### config.mk
export PLATFORM = sky130hd
export DESIGN_NAME = periph_fifo_id_flex
export DESIGN_NICKNAME = d
export VERILOG_FILES = /design/src/rtl/periph_fifo_id_flex.sv
export SDC_FILE = /design/constraint.sdc
export NUM_CORES = 1
export LEC_CHECK = 0
export CORE_UTILIZATION = 48
export CTS_CLUSTER_SIZE = 25
export DETAILED_ROUTE_END_ITERATION = 10
export PLACE_DENSITY = 0.77
export SLEW_MARGIN = 20
export SYNTH_ARGS = -nofsm -noshare
export SYNTH_HDL_FRONTEND = slang
export SYNTH_SLANG_ARGS = --single-unit
### constraint.sdc
create_clock -name clk_i -period 1.85 [get_ports clk_i]
set_input_delay 0.185 -clock clk_i [delete_from_list [all_inputs] [get_ports clk_i]]
set_output_delay 0.185 -clock clk_i [all_outputs]
set_load 0.05 [all_outputs]
### src/rtl/periph_fifo_id_flex.sv
// periph_fifo_id_flex: ID-tagged request FIFO with an outstanding-response limiter.
// Define PERIPH_FIFO_RESP_BUF_EN to register the response path (1-cycle latency).
module periph_fifo_id_flex #(
   parameter int ADDR_WIDTH      = 32,
   parameter int DATA_WIDTH      = 32,
   parameter int ID_WIDTH        = 8,
   parameter int BE_WIDTH        = DATA_WIDTH / 8,
   parameter int REQ_DEPTH       = 4,
   parameter int MAX_OUTSTANDING = 4
) (
   input  logic                                clk_i,
   input  logic                                rst_ni,
   input  logic                                test_en_i,
   input  logic                                data_req_i,
   input  logic [ADDR_WIDTH-1:0]               data_add_i,
   input  logic                                data_wen_i,
   input  logic [DATA_WIDTH-1:0]               data_wdata_i,
   input  logic [BE_WIDTH-1:0]                 data_be_i,
   input  logic [ID_WIDTH-1:0]                 data_id_i,
   output logic                                data_gnt_o,
   output logic                                data_req_o,
   output logic [ADDR_WIDTH-1:0]               data_add_o,
   output logic                                data_wen_o,
   output logic [DATA_WIDTH-1:0]               data_wdata_o,
   output logic [BE_WIDTH-1:0]                 data_be_o,
   output logic [ID_WIDTH-1:0]                 data_id_o,
   input  logic                                data_gnt_i,
   input  logic                                data_r_valid_i,
   input  logic                                data_r_opc_i,
   input  logic [ID_WIDTH-1:0]                 data_r_id_i,
   input  logic [DATA_WIDTH-1:0]               data_r_rdata_i,
   output logic                                data_r_valid_o,
   output logic                                data_r_opc_o,
   output logic [ID_WIDTH-1:0]                 data_r_id_o,
   output logic [DATA_WIDTH-1:0]               data_r_rdata_o,
   output logic [$clog2(REQ_DEPTH):0]          fifo_level_o,
   output logic [$clog2(MAX_OUTSTANDING):0]    outstanding_o,
   output logic                                resp_err_o
);

   localparam int PTR_W = $clog2(REQ_DEPTH);
   localparam int LVL_W = PTR_W + 1;
   localparam int OUT_W = $clog2(MAX_OUTSTANDING) + 1;

   typedef struct packed {
      logic [ADDR_WIDTH-1:0] add;
      logic                  wen;
      logic [DATA_WIDTH-1:0] wdata;
      logic [BE_WIDTH-1:0]   be;
      logic [ID_WIDTH-1:0]   id;
   } entry_t;

   entry_t            mem_q [REQ_DEPTH];
   entry_t            mem_d [REQ_DEPTH];
   entry_t            wr_entry_s;
   entry_t            head_s;
   logic [PTR_W-1:0]  wptr_q, wptr_d, rptr_q, rptr_d;
   logic [LVL_W-1:0]  level_q, level_d;
   logic [OUT_W-1:0]  out_q, out_d;
   logic              err_q, err_d;
   logic              push_s, pop_s;
   logic              unused_test_en_s;

   assign unused_test_en_s = test_en_i;

   assign wr_entry_s = '{add: data_add_i, wen: data_wen_i, wdata: data_wdata_i,
                         be: data_be_i, id: data_id_i};
   assign head_s     = mem_q[rptr_q];

   // Grant and issue depend only on stored state, never on data_gnt_i.
   assign data_gnt_o = (level_q != LVL_W'(REQ_DEPTH));
   assign data_req_o = (level_q != LVL_W'(0)) && (out_q < OUT_W'(MAX_OUTSTANDING));
   assign push_s     = data_req_i && data_gnt_o;
   assign pop_s      = data_req_o && data_gnt_i;

   assign data_add_o   = head_s.add;
   assign data_wen_o   = head_s.wen;
   assign data_wdata_o = head_s.wdata;
   assign data_be_o    = head_s.be;
   assign data_id_o    = head_s.id;
   assign fifo_level_o  = level_q;
   assign outstanding_o = out_q;
   assign resp_err_o    = err_q;

   // Next-state for storage, pointers, level, outstanding count and error flag.
   always_comb begin
      mem_d   = mem_q;
      wptr_d  = wptr_q;
      rptr_d  = rptr_q;
      level_d = level_q;
      out_d   = out_q;
      err_d   = err_q;
      if (push_s) begin
         mem_d[wptr_q] = wr_entry_s;
         wptr_d        = wptr_q + PTR_W'(1);
      end else begin
         wptr_d = wptr_q;
      end
      if (pop_s) begin
         rptr_d = rptr_q + PTR_W'(1);
      end else begin
         rptr_d = rptr_q;
      end
      case ({push_s, pop_s})
         2'b10:   level_d = level_q + LVL_W'(1);
         2'b01:   level_d = level_q - LVL_W'(1);
         default: level_d = level_q;
      endcase
      // A response with nothing pending (and no issue this cycle) is an underflow.
      case ({pop_s, data_r_valid_i})
         2'b10:   out_d = out_q + OUT_W'(1);
         2'b01: begin
            if (out_q == OUT_W'(0)) begin
               out_d = out_q;
               err_d = 1'b1;
            end else begin
               out_d = out_q - OUT_W'(1);
            end
         end
         default: out_d = out_q;
      endcase
   end

   // State registers; storage is cleared so the head reads 0 after reset.
   always_ff @(posedge clk_i or negedge rst_ni) begin
      if (!rst_ni) begin
         for (int i = 0; i < REQ_DEPTH; i++) begin
            mem_q[i] <= '0;
         end
         wptr_q  <= PTR_W'(0);
         rptr_q  <= PTR_W'(0);
         level_q <= LVL_W'(0);
         out_q   <= OUT_W'(0);
         err_q   <= 1'b0;
      end else begin
         mem_q   <= mem_d;
         wptr_q  <= wptr_d;
         rptr_q  <= rptr_d;
         level_q <= level_d;
         out_q   <= out_d;
         err_q   <= err_d;
      end
   end

`ifdef PERIPH_FIFO_RESP_BUF_EN
   logic                  rsp_valid_q, rsp_valid_d;
   logic                  rsp_opc_q, rsp_opc_d;
   logic [ID_WIDTH-1:0]   rsp_id_q, rsp_id_d;
   logic [DATA_WIDTH-1:0] rsp_rdata_q, rsp_rdata_d;

   // Response slice: valid loads every cycle, payload only with a valid response.
   always_comb begin
      rsp_valid_d = data_r_valid_i;
      rsp_opc_d   = rsp_opc_q;
      rsp_id_d    = rsp_id_q;
      rsp_rdata_d = rsp_rdata_q;
      if (data_r_valid_i) begin
         rsp_opc_d   = data_r_opc_i;
         rsp_id_d    = data_r_id_i;
         rsp_rdata_d = data_r_rdata_i;
      end else begin
         rsp_opc_d   = rsp_opc_q;
         rsp_id_d    = rsp_id_q;
         rsp_rdata_d = rsp_rdata_q;
      end
   end

   // Response slice registers.
   always_ff @(posedge clk_i or negedge rst_ni) begin
      if (!rst_ni) begin
         rsp_valid_q <= 1'b0;
         rsp_opc_q   <= 1'b0;
         rsp_id_q    <= ID_WIDTH'(0);
         rsp_rdata_q <= DATA_WIDTH'(0);
      end else begin
         rsp_valid_q <= rsp_valid_d;
         rsp_opc_q   <= rsp_opc_d;
         rsp_id_q    <= rsp_id_d;
         rsp_rdata_q <= rsp_rdata_d;
      end
   end

   assign data_r_valid_o = rsp_valid_q;
   assign data_r_opc_o   = rsp_opc_q;
   assign data_r_id_o    = rsp_id_q;
   assign data_r_rdata_o = rsp_rdata_q;
`else
   assign data_r_valid_o = data_r_valid_i;
   assign data_r_opc_o   = data_r_opc_i;
   assign data_r_id_o    = data_r_id_i;
   assign data_r_rdata_o = data_r_rdata_i;
`endif

endmodule

Word level (Yosys, flattened, before mapping)

Index checks and enable logic that the tools add are counted.

Bits in registers: 319
Input port bits: 124

Add/subtract/negate cells: 6
Order comparisons: 4
Eq/ne operators: 6
Multiplexer cells: 9
Bitwise operators: 2
Reduce and logical (&&, ||, !) cells: 10

Operator list:

| kind                  | number |
|---|---|
| $bwmux W308           | 1 |
| $mux W77              | 3 |
| $bmux W77 S2          | 1 |
| $demux W77 S2         | 1 |
| $pmux W3 S2           | 2 |
| $add A3 B1 Y3 const B | 2 |
| $ge A3 B3 Y1 const B  | 2 |
| $not A2 Y3            | 2 |
| $sub A3 B1 Y3 const B | 2 |
| $add A2 B1 Y2 const B | 2 |
| $eq A2 B1 Y1 const B  | 2 |
| $eq A2 B2 Y1 const B  | 2 |
| $logic_and A1 B1 Y1   | 4 |
| $reduce_and A2 Y1     | 2 |
| $reduce_bool A2 Y1    | 2 |
| $logic_not A3 Y1      | 1 |
| $lt A3 B1 Y1 const B  | 1 |
| $lt A3 B3 Y1 const B  | 1 |
| $mux W3               | 1 |
| $ne A3 B3 Y1 const B  | 1 |
| $reduce_bool A3 Y1    | 1 |
| $ne A2 B2 Y1 const B  | 1 |

Logic depth before layout (Yosys ltp)

Depth after elaboration: 6
Depth in mapped cells: 9
Gate-level depth less buffers: 9

Worst setup path before layout

Ideal clock, no wire load.

Path type: reg-to-reg
Start point: register level_q[2], in the netlist fifo_level_o[2]
End point: register level_q[2], in the netlist fifo_level_o[2]
Library setup time: 0.149 ns
Arrival time: 2.146 ns
Required time: 1.701 ns
Path slack: -0.445 ns
Stages on the path, launching flop included: 9
Buffers on the path: 0
Clock period less this slack: 2.295 ns
Path through: dfrtp_1 -> nor3_1 -> nor2_2 -> ha_1 -> inv_1 -> fa_1 -> xor2_1 -> nor2_1 -> xor2_1

Word-level cells in the longest chain between the ends: 5

RTL lines:

| item                                                     | line | RTL |
|---|---|---|
| from (decl)                                              | 58   | `logic [LVL_W-1:0] level_q, level_d;` |
| from (signal assigned)                                   | 139  | `level_q <= level_d;` |
| $reduce_bool A3 Y1 *                                     | 72   | `assign data_req_o = (level_q != LVL_W'(0)) && (out_q < OUT_W'(MAX_OUTSTANDING));` |
| $logic_and A1 B1 Y1 *                                    | 72   |  |
| $logic_and A1 B1 Y1 *                                    | 74   | `assign pop_s = data_req_o && data_gnt_i;` |
| net pop_s                                                | 61   | `logic push_s, pop_s;` |
| $eq A2 B1 Y1 / $eq A2 B2 Y1 (equally long branches)      | 104  | `case ({push_s, pop_s})` |
| $pmux W3 S2 / $reduce_bool A2 Y1 (equally long branches) | --   |  |

The timed path passes the listed nets; every way through them passes the cells marked *.
A chain may end at the register's enable or synchronous reset.

Worst setup path in the final report

Start point: register rptr_q[0]
End point: output data_add_o[6]

Word-level cells in the longest chain between the ends: 4

RTL lines:

| item                                        | line | RTL |
|---|---|---|
| from (decl)                                 | 57   | `logic [PTR_W-1:0] wptr_q, wptr_d, rptr_q, rptr_d;` |
| from (signal assigned)                      | 138  | `rptr_q <= rptr_d;` |
| $not A2 Y3 (not written as such)            | 68   | `assign head_s = mem_q[rptr_q];` |
| $bmux W77 S2                                | 68   |  |
| $mux W77 (not written as such) (2 in a row) | 68   |  |
| to (decl)                                   | 22   | `output logic [ADDR_WIDTH-1:0] data_add_o,` |

No other way between the ends. The select of a mux whose other input is x is not followed.

==> run_results.csv <==
group,metric,value,unit
logic_synthesis,synth-edff-count,0,
floorplanning,die-height,174,um
floorplanning,initial_utilization,49.2,%
logic_synthesis,synthFlopType,"dfrtp_1",
timing,finalSetupTns,-21460,ps
timing,finalCritPeriodShare,117,%
cts,clock-sinks,319,
floorplanning,pin_count,252,
run_status,violations,"setup timing",
logic_synthesis,syn_avg_cell_area,16.7,um^2
timing,rsz0062_at_grt,"yes",
logic_synthesis,synth-seq-cells,319,
detailed_routing,wl_met1,12400,um
logic_synthesis,synth.distinct_cells,29,
run,drv_cap,0,
cts,clk_latency,500,ps
layout,layout_commonest_cell,"dfrtp_1",
timing,fin_worst_skew,10.4,ps
floorplanning,core-area,28900,um^2
global_routing,antenna_found_initial,0,
timing,finalHoldViolCount,0,
timing,timing.hold.ws,191,ps
detailed_routing,detail-route-antenna-nets,0,
cts,cts_root_buffer,"clkbuf_16",
logic_synthesis,synth_top_cell_area_share,56.1,%
layout,n_antenna_cell,0,
logic_synthesis,synth_area_leader_cell,"dfrtp_1",
logic_synthesis,async_flop_share,100,%
cts,clkTransAtPathRegs,60,ps
timing,relSlewSlack,67.6,%
worst_setup_path,crit_end,"data_add_o[6]",
floorplanning,std_cell_rows,62,
global_routing,grt_pass1_vias,8659,
layout,syn2layout_area_growth,26.1,%
worst_setup_path,end_kind,"primary output",
logic_synthesis,yosysSeqAreaShare,56.1,%
logic_synthesis,synthCells,852,
global_routing,overflow,0,
logic_synthesis,synth_xor_area_share,0.492,%
timing,tightestPinTransition,488,ps
worst_setup_path,critPathKind,"reg2out",
detailed_routing,drc,0,
logic_synthesis,synth_top_family_by_area,"multiplexers",
layout,fillCellCount,2108,
global_routing,grt_pass1_wl,47700,um
logic_synthesis,synth_mux_area_share,36.6,%
global_routing,grtUsageTotal,19.9,%
detailed_routing,wl_met3,1520,um
worst_setup_path,r2r_end,"fifo_level_o[2]",
logic_synthesis,synth-simple-area-share,0.712,%
worst_setup_path,r2r_cells,9,
layout,finalNetCount,1164,
worst_setup_path,cp.arrival,1990,ps
placed_design,dp.cells,1365,
layout,final_cell_mix,"313 x dfrtp_1, 308 x mux2_2, 80 x clkdlybuf4s50_1, 80 x buf_6, 77 x mux4_2",
cts,cts_tree,"yes",
detailed_routing,top_layer,"met4",
placed_design,dp_slack,-108,ps
worst_setup_path,critPathRequiredTime,1660,ps
logic_synthesis,yosys_warnings,0,
min_path,hp-class,"in2async",
detailed_routing,num_vias,7808,
layout,layout.area.seq,8000,um^2
placed_design,gp_congestion,0.735,
logic_synthesis,syn_area,14200,um^2
detailed_routing,firstDrtPassIters,4,
timing,setup_ws,-320,ps
floorplanning,die_x,174,um
worst_setup_path,critPathLaunchType,"register",
worst_setup_path,critPathMaxFanout,8,
detailed_routing,drt-wirelength-per-cell,20.0,um
worst_setup_path,r2r_slack,40,ps
layout,finalNonFillerCells,1442,
run_status,outcome,"complete, but fails checks",
detailed_routing,drtIter0Drc,226,
timing,setup_viol,77,
logic_synthesis,syn-num-nets,983,
logic_synthesis,yosys.area_share.adder,0.668,%
detailed_routing,routed_wl,28800,um
timing,fmax,461,MHz
cts,clk_path_buf_depth,3,
worst_setup_path,r2r_start,"fifo_level_o[0]",
logic_synthesis,synth_compound_area_share,0.606,%
placed_design,port_buffers,168,
floorplanning,die_area,30300,um^2
timing,finalMaxSlewViolations,0,
cts,cts_inserted_buffers,36,
worst_setup_path,crit_path_start,"rptr_q[0]",
detailed_routing,viasPerCell,5.41,
layout,multi_input_area,5650,um^2
cts,h-tree-depth,2,
placed_design,place_hpwl,18900,um
timing,period_minus_slack,2170,ps
logic_synthesis,synth_area_leaders,"dfrtp_1 56%, mux2_2 24%, mux4_2 12%",
global_routing,grt_max_degree,75,
layout,layout-drive-gt1-share,57.7,%
detailed_routing,wl_met2,14400,um
per-layer routing:
metal  global-route usage [%]  vias to the layer above
li1                         -                     3472
met1                     26.6                     4135
met2                     32.8                      152
met3                     4.59                       49
met4                     5.15                        0
met5                        0                        -
per-stage QoR:
stage          util (%)  cell area (um^2)
6_report           62.0             17900
5_1_grt            62.0             17900
4_1_cts            61.8             17900
3_5_place_dp       56.5             16300
3_3_place_gp       56.5             16300
2_1_floorplan         -             14300
logic make-up after synthesis:
kind of cell / count (synthesis)
flip-flops: 319
AO/OA/AOI/OAI: 11
adder cells (fa/ha/maj): 7
XOR/XNOR: 8
buffers and inverters: 100
multiplexers: 386
AND/OR/NAND/NOR: 21
timing repair:
item | 4_1_cts | 5_1_grt
cloned | 2 | 0
hold endpoints to repair | 99 | 0
endpoints found under the setup margin | 82 | 81
pin swaps | 0 | 13
gates resized for setup | 86 | 11
hold buffers | 1 | 0
setup buffers | 6 | 5
sequential cells by signal, summed over array words and instances (netlist names):
| signal | cells |
|---|---|
| mem_q | 308 |
| fifo_level_o | 3 |
| outstanding_o | 3 |
| rptr_q | 2 |
| wptr_q | 2 |
| resp_err_o | 1 |
worst min path at each step:
stage               startpoint              end  slack, ps  cells past startpoint
global placement        rst_ni       mem_q[273]        120                      1
floorplan               rst_ni  fifo_level_o[1]       -110                      0
finish                  rst_ni       mem_q[273]        190                      2
global route            rst_ni       mem_q[273]        200                      2
CTS                     rst_ni       mem_q[273]        180                      2
detailed placement      rst_ni       mem_q[273]        120                      1
area by class of cell:
cell class / count / area share, %
multi-input combinational: 433 / 31.5
timing repair buffer: 235 / 14.9
tap: 384 / 2.68
clock buffer: 57 / 5.97
sequential: 319 / 44.6
clock inverter: 6 / 0.181
inverter: 8 / 0.167
cells in the mapped netlist, types with 5 or more instances:
cell type,instances
nand2_1,5
xnor2_1,5
nor2_1,6
mux2_2,309
mux4_2,77
ha_1,6
clkbuf_1,6
inv_1,8
buf_4,42
buf_2,26
dfrtp_1,319
buf_6,16
critical path, cell delays in order, from the launching register on:
cell and delay (ps):
dfrtp_4 440, buf_12 160, buf_12 140, mux4_2 550, buf_6 180
Power is not shown: default switching activity piles up to over one toggle a cycle in this logic, so the estimate is an artifact.
